`src/rtl/serial_adder_pkg.sv`:
```
// Shared state encoding and default width for the bit-serial adder.
package serial_adder_pkg;

    localparam int DEFAULT_WIDTH = 8;

    typedef enum logic [1:0] {
        ST_IDLE  = 2'd0,
        ST_SHIFT = 2'd1,
        ST_DONE  = 2'd2
    } state_t;

endpackage

```
`src/rtl/full_adder_1b.sv`:
```
// Single-bit full adder; the only arithmetic cell in the serial adder's carry loop.
module full_adder_1b (
    input  logic a,
    input  logic b,
    input  logic cin,
    output logic s,
    output logic cout
);

    assign s    = a ^ b ^ cin;
    assign cout = (a & b) | (a & cin) | (b & cin);

endmodule

```
`src/rtl/serial_adder_fsm.sv`:
```
// Bit-serial WIDTH-bit adder, LSB first, one bit per clock through full_adder_1b.
// Define SERIAL_ADDER_SUB_MODE_EN to add the `sub` port (A - B in two's complement).
module serial_adder_fsm
    import serial_adder_pkg::*;
#(
    parameter int WIDTH = DEFAULT_WIDTH
) (
    input  logic             clk,
    input  logic             rst,
    input  logic             start,
    input  logic [WIDTH-1:0] A,
    input  logic [WIDTH-1:0] B,
    input  logic             Cin,
`ifdef SERIAL_ADDER_SUB_MODE_EN
    input  logic             sub,
`endif
    output logic             busy,
    output logic             done,
    output logic [WIDTH-1:0] Sum,
    output logic             Cout,
    output state_t           state_dbg
);

    // Handshake: start is a request taken only while busy is low (IDLE); once taken,
    // the block ignores start until it returns to IDLE. done pulses for exactly one
    // cycle and Sum/Cout stay valid from that cycle until the next accepted start.

    localparam int CW = (WIDTH > 1) ? $clog2(WIDTH) : 1;
    localparam logic [CW-1:0] LAST = CW'(WIDTH - 1);

    state_t            state, state_nxt;
    logic [WIDTH-1:0]  opa, opb;
    logic              carry;
    logic [CW-1:0]     count;
    logic              fa_s, fa_cout;
    logic [WIDTH-1:0]  b_load;
    logic              carry_load;

`ifdef SERIAL_ADDER_SUB_MODE_EN
    // Subtraction is A + ~B + 1, so Cin is overridden rather than combined.
    assign b_load     = sub ? ~B : B;
    assign carry_load = sub ? 1'b1 : Cin;
`else
    assign b_load     = B;
    assign carry_load = Cin;
`endif

    full_adder_1b u_fa (
        .a    (opa[0]),
        .b    (opb[0]),
        .cin  (carry),
        .s    (fa_s),
        .cout (fa_cout)
    );

    always_ff @(posedge clk or posedge rst) begin
        if (rst) begin
            state <= ST_IDLE;
        end else begin
            state <= state_nxt;
        end
    end

    always_comb begin
        state_nxt = state;
        busy      = 1'b0;
        done      = 1'b0;
        case (state)
            ST_IDLE: begin
                if (start) begin
                    state_nxt = ST_SHIFT;
                end
            end
            ST_SHIFT: begin
                busy = 1'b1;
                if (count == LAST) begin
                    state_nxt = ST_DONE;
                end
            end
            ST_DONE: begin
                busy      = 1'b1;
                done      = 1'b1;
                state_nxt = ST_IDLE;
            end
            default: begin
                state_nxt = ST_IDLE;
            end
        endcase
    end

    always_ff @(posedge clk or posedge rst) begin
        if (rst) begin
            opa   <= '0;
            opb   <= '0;
            carry <= 1'b0;
            count <= '0;
            Sum   <= '0;
            Cout  <= 1'b0;
        end else begin
            case (state)
                ST_IDLE: begin
                    // Sum/Cout deliberately survive acceptance; they only shift in SHIFT.
                    if (start) begin
                        opa   <= A;
                        opb   <= b_load;
                        carry <= carry_load;
                        count <= '0;
                    end
                end
                ST_SHIFT: begin
                    opa   <= opa >> 1;
                    opb   <= opb >> 1;
                    carry <= fa_cout;
                    Sum   <= {fa_s, Sum[WIDTH-1:1]};
                    count <= count + CW'(1);
                    if (count == LAST) begin
                        Cout <= fa_cout;
                    end
                end
                default: ;
            endcase
        end
    end

    assign state_dbg = state;

endmodule

```
`config.mk`:
```
export PLATFORM = sky130hd
export DESIGN_NAME = serial_adder_fsm
export DESIGN_NICKNAME = d
export VERILOG_FILES = /design/src/rtl/serial_adder_pkg.sv /design/src/rtl/full_adder_1b.sv /design/src/rtl/serial_adder_fsm.sv
export SDC_FILE = /design/constraint.sdc
export NUM_CORES = 1
export LEC_CHECK = 0
export BUFFER_PORTS_ARGS = -buffer_cell sky130_fd_sc_hd__buf_2
export CELL_PAD_IN_SITES_DETAIL_PLACEMENT = 0
export CELL_PAD_IN_SITES_GLOBAL_PLACEMENT = 1
export CORE_UTILIZATION = 42
export DETAILED_ROUTE_END_ITERATION = 6
export GPL_ROUTABILITY_DRIVEN = 0
export GPL_TIMING_DRIVEN = 1
export HOLD_SLACK_MARGIN = 0.08
export PLACE_DENSITY = 0.85
export SLEW_MARGIN = 20
export SYNTH_ARGS = -nofsm -noshare
export SYNTH_HDL_FRONTEND = slang
export SYNTH_HIERARCHICAL = 1
export SYNTH_SLANG_ARGS = --single-unit
```
`constraint.sdc`:
```
create_clock -name clk -period 1.9 [get_ports clk]
set_input_delay 0 -clock clk [delete_from_list [all_inputs] [get_ports clk]]
set_output_delay 0 -clock clk [all_outputs]
set_load 0.01 [all_outputs]
```
; ---- Word level (Yosys, flattened, before mapping)
; Cells that the tools add are included.
[op_classes]
mux = 13
eq_ne = 5
n_bitwise = 7
addsub = 1
reduce_logical = 6
[op_table]
columns = operator, n
row1 = $pmux 8 s2, 2
row2 = $mux 8, 2
row3 = $pmux 3 s2, 1
row4 = $reduce_and 2->1, 3
row5 = $mux 2, 2
row6 = $ne 2x2->1 const B, 2
row7 = $pmux 2 s2, 1
row8 = $add 3x1->3 const B, 1
row9 = $and 1x1->1, 3
row10 = $eq 3x3->1 const B, 1
row11 = $mux 1, 3
row12 = $mux 3, 1
row13 = $eq 2x1->1 const B, 1
row14 = $eq 2x2->1 const B, 1
row15 = $logic_not 2->1, 1
row16 = $or 1x1->1, 2
row17 = $pmux 1 s2, 1
row18 = $reduce_bool 2->1, 1
row19 = $reduce_or 2->1, 1
row20 = $xor 1x1->1, 2
[word_totals]
reg_bits = 31
in_bits = 20
output_inout_bits = 13

; ---- Depth between registers and ports, before layout
[depth]
depth_word = 4
depth_mapped = 6

; ---- By module
; Netlist, hierarchy kept.
[modules_own_cells]
columns = module, seq_area_each_um2, area_each_um2, cells_each, instances
row1 = serial_adder_fsm, 775.7, 1478.9, 126, 1
row2 = full_adder_1b, 0.0, 20.0, 1, 1

; ---- Least setup slack after synthesis
; Ideal clock, no wire load.
[synth_path]
kind = reg-to-reg
from = register state[1], in the netlist state_dbg[1]
to = register Sum[0]
path_stages_with_launch = 6
path_buffers = 2
setup_slack_ns = 0.322
synth_period_minus_slack_ns = 1.578
required_time_ns = 1.775
arrival_ns = 1.453
cell_sequence = dfrtp_1 > inv_1 > ha_1 > buf_2 > buf_4 > mux2_2
[synth_between]
elab_chain_cells = 1
[synth_rtl]
columns = element, line
row1 = start: declaration, serial_adder_fsm.sv:31  ; state_t state, state_nxt;
row2 = start signal: assignment, serial_adder_fsm.sv:60  ; state <= state_nxt;
row3 = $eq 2x1->1, serial_adder_fsm.sv:100  ; case (state)
row4 = end signal: assignment, serial_adder_fsm.sv:114  ; Sum <= {fa_s, Sum[WIDTH-1:1]};
row5 = end: declaration, serial_adder_fsm.sv:19  ; output logic [WIDTH-1:0] Sum,
; Every way passes these cells.
; A chain may end at the register's enable or synchronous reset.

; ---- Final worst setup path
[layout_path]
from = register state[1], in the netlist state_dbg[1]
to = register opb[7]
[layout_between]
elab_chain_cells = 3
elab_cells_between_ends = 6
[layout_rtl]
columns = element, line
row1 = $eq 2x1->1 or $logic_not 2->1 (tied branches), serial_adder_fsm.sv:100
row2 = $reduce_bool 2->1 (no source line) or $ne 2x2->1 (tied branches), n/a
row3 = $reduce_and 2->1 (no source line), n/a
row4 = end signal: assignment, serial_adder_fsm.sv:105  ; opb <= b_load;
row5 = end signal: assignment, serial_adder_fsm.sv:112  ; opb <= opb >> 1;
row6 = end: declaration, serial_adder_fsm.sv:32  ; logic [WIDTH-1:0] opa, opb;
; Parallel ways exist; a longest one is shown, timed or not.

==> impl_metrics.env <==
export IMPL_status="finished clean"
export IMPL_finClkSkew_ns=0.00603
export IMPL_h_tree_depth=2
export IMPL_die_w_um=61.7
export IMPL_synthDistinctLibCells=30
export IMPL_setup_violations=0
export IMPL_fin_crit_ns=1.69
export IMPL_cp_slowest_cell="dlygate4sd3_1"
export IMPL_rsz0062_at_grt="no"
export IMPL_arrival_ns=1.92
export IMPL_synth_simple_area_share_pct=12.6
export IMPL_avgRoutedWirePerCell_um=14.0
export IMPL_postPlaceCellArea_mm2=0.00173
export IMPL_ys_ff_latch=31
export IMPL_clock_latency_ns=0.34
export IMPL_numCtsBuffers=5
export IMPL_nets=213
export IMPL_start_kind="flop"
export IMPL_port_buffers=32
export IMPL_gr_total_overflow=0
export IMPL_cp_startpoint="state_dbg[1]"
export IMPL_holdCritPathClass="in2reg"
export IMPL_cts_tree="yes"
export IMPL_pwr_density_cell_mw_per_mm2=1590
export IMPL_drtPass1Iterations=4
export IMPL_min_from="B[1]"
export IMPL_core_mm2=0.00339
export IMPL_cts_root_buf="clkbuf_4"
export IMPL_num_fill_cells=291
export IMPL_ioPinCount=33
export IMPL_remaining_drc_errors=0
export IMPL_drive_gt1_share_pct=39.9
export IMPL_synth_fa_ha_area_share_pct=5.51
export IMPL_post_cts_setup_buffer_count=0
export IMPL_yosys_warnings=6
export IMPL_die_h_um=61.7
export IMPL_start_util_pct=44.2
export IMPL_met1_length_mm=1.39
export IMPL_leakage_uw=0.000924
export IMPL_cts_sinks=31
export IMPL_syn_area_mm2=0.00150
export IMPL_ant_nets=0
export IMPL_grt_pass1_wl_mm=5.33
export IMPL_worst_pin_slew_ns=0.409
export IMPL_dp_hpwl_mm=2.33
export IMPL_grtUsageTotal_pct=20.2
export IMPL_cp_top_family="buffers and inverters"
export IMPL_synth_xor_area_share_pct=0
export IMPL_cap_violations=0
export IMPL_wirelength_mm=3.28
export IMPL_hold_viol=0
export IMPL_via_count=1226
export IMPL_dr_wl_met3_um=148
export IMPL_reg2reg_from="state_dbg[1]"
export IMPL_finalSetupTns_ns=0
export IMPL_first_global_vias=1244
export IMPL_wl_met2_mm=1.66
export IMPL_antenna_cells=0
export IMPL_synth_top_family_by_area="compound AO/OA/AOI/OAI gates"
export IMPL_finalCritPeriodShare_pct=88.8
export IMPL_slew_viol_final=0
export IMPL_grt_max_degree=32
export IMPL_netlist_instances=127
export IMPL_row_count=21
export IMPL_die_area_mm2=0.00381
export IMPL_syn2layout_area_growth_pct=34.6
export IMPL_critical_path_max_stage_delay_ns=0.55
export IMPL_relSlewSlack_pct=72.6
export IMPL_cp_max_fo=6
export IMPL_vias_per_cell=5.24
export IMPL_peakVddDrop_mv=0.659
export IMPL_syn_num_nets=153
export IMPL_seq_area_frac_synth_pct=51.8
export IMPL_crit_required_ns=2.13
export IMPL_syn_area_per_cell_um2=11.8
export IMPL_clk_pin_slew_ns=0.09
export IMPL_antenna_found_initial=0
export IMPL_timing_fmax_mhz=593
export IMPL_path_buf_inv=3
export IMPL_crit_type="reg2reg"
export IMPL_synth_compound_area_share_pct=17.4
export IMPL_path_cells="inv_1, ha_1, inv_2, nand4_1, dlygate4sd3_1, nand3_1"
export IMPL_drt_iter0_drc=37
export IMPL_clock_path_buffers=2
export IMPL_design_area_mm2=0.00202
export IMPL_top_layer="met4"
export IMPL_end_kind="flop"
export IMPL_muxShareOfSynthArea_pct=7.43
==> layer usage <==
metal,up-vias,track usage (%)
met4,0,9.52
met2,32,33.9
li1,591,-
met5,-,0
met3,10,8.07
met1,593,22.3
==> synth_stat cells <==
cell,count,area [um^2]
a211oi_1,1,7.51
a21oi_1,5,25.0
a221oi_2,2,30.0
a22o_1,2,17.5
and3_1,1,6.26
and3b_1,1,8.76
buf_2,4,20.0
buf_4,3,22.5
buf_6,1,11.3
dfrtp_1,31,776
fa_1,1,20.0
ha_1,5,62.6
inv_1,6,22.5
inv_2,1,3.75
mux2_2,9,101
mux2i_1,1,10.0
nand2_1,6,22.5
nand2_2,1,6.26
nand2b_1,2,12.5
nand3_1,3,15.0
nand4_1,2,12.5
nor2_1,5,18.8
nor2_2,2,12.5
nor2b_1,1,6.26
nor3_1,1,5.00
o21ai_0,4,20.0
o221a_2,11,124
o22a_1,2,17.5
o22ai_1,3,18.8
or3_1,10,62.6
==> cell usage in the layout, fill, tap and decap left out, drive strengths merged <==
| cell type | count |
|---|---|
| o22ai | 3 |
| o221a | 11 |
| nor3 | 1 |
| dfrtp | 31 |
| a221oi | 2 |
| nor2b | 1 |
| and3b | 1 |
| mux2i | 1 |
| a211oi | 1 |
| nand4 | 2 |
| and3 | 1 |
| a21oi | 5 |
| nor2 | 7 |
| nand2 | 7 |
| o22a | 2 |
| ha | 5 |
| fa | 1 |
| clkinv | 1 |
| inv | 7 |
| dlygate4sd3 | 20 |
| mux2 | 9 |
| or3 | 10 |
| bufinv | 1 |
| nand3 | 3 |
| nand2b | 2 |
| buf | 41 |
| o21ai | 4 |
| a22o | 2 |
| clkbuf | 6 |
==> worst min-delay path, stage by stage <==
cell and delay [ns]:
buf_2 0.10, and3b_1 0.20, o21ai_0 0.07, o221a_2 0.12
==> power breakdown <==
group          switching [uW]  internal, uW  leakage [uW]  total (uW)
Combinational             726           755      0.000515        1480
Sequential                207           969      0.000360        1180
Clock                     230           311     0.0000482         541
==> final timing paths <==
path	endpoint	slack [ns]	cells past startpoint
worst min register to register	count[0]	0.50	1
worst max-delay path	opb[7]	0.21	6
worst min-delay path	opb[1]	0.17	4
min in group asynchronous	Sum[6]	0.26	4
max in group asynchronous	opb[3]	1.35	4
worst max register to register	opb[7]	0.21	6
==> cells by family (layout without fill, tap and decap cells) <==
family	after synthesis	after routing
AOI/OAI and AO/OA	30	30
muxes	10	10
DFF	31	31
buffers and inverters	15	76
and+or+nand+nor	35	35
adders and majority gates	6	6
==> sequential cells by signal, indices dropped and copies added (netlist names) <==
register	count
opa	8
opb	8
Sum	8
count	3
state_dbg	2
carry	1
Cout	1
==> area by class of cell <==
type                       count  area, um^2  area share, %
clock inverter                 2        35.0           1.74
inverter                       7        26.3           1.30
tap                           46        57.6           2.85
sequential                    31         776           38.5
multi-input combinational     81         643           31.9
clock buffer                   6        51.3           2.54
timing repair buffer          61         428           21.2
==> stage by stage <==
step           hold slack (ns)  setup slack, ns  cells  utilization, %  power (uW)
6_report                 0.171            0.213    234            59.5        3200
4_1_cts                  0.155            0.210    234            59.5        3230
2_1_floorplan            0.104            0.322    127               -        2210
3_5_place_dp             0.100            0.267    206            51.1        2650
3_3_place_gp            0.0899            0.347    206            51.1        2570
5_1_grt                  0.168            0.107    234            59.5        3460
==> repair_timing <==
item	CTS	global route
endpoints found under the hold margin	48	0
resized for setup	0	0
hold buffers	20	0
No activity file was read; power rests on OpenSTA's default activity.
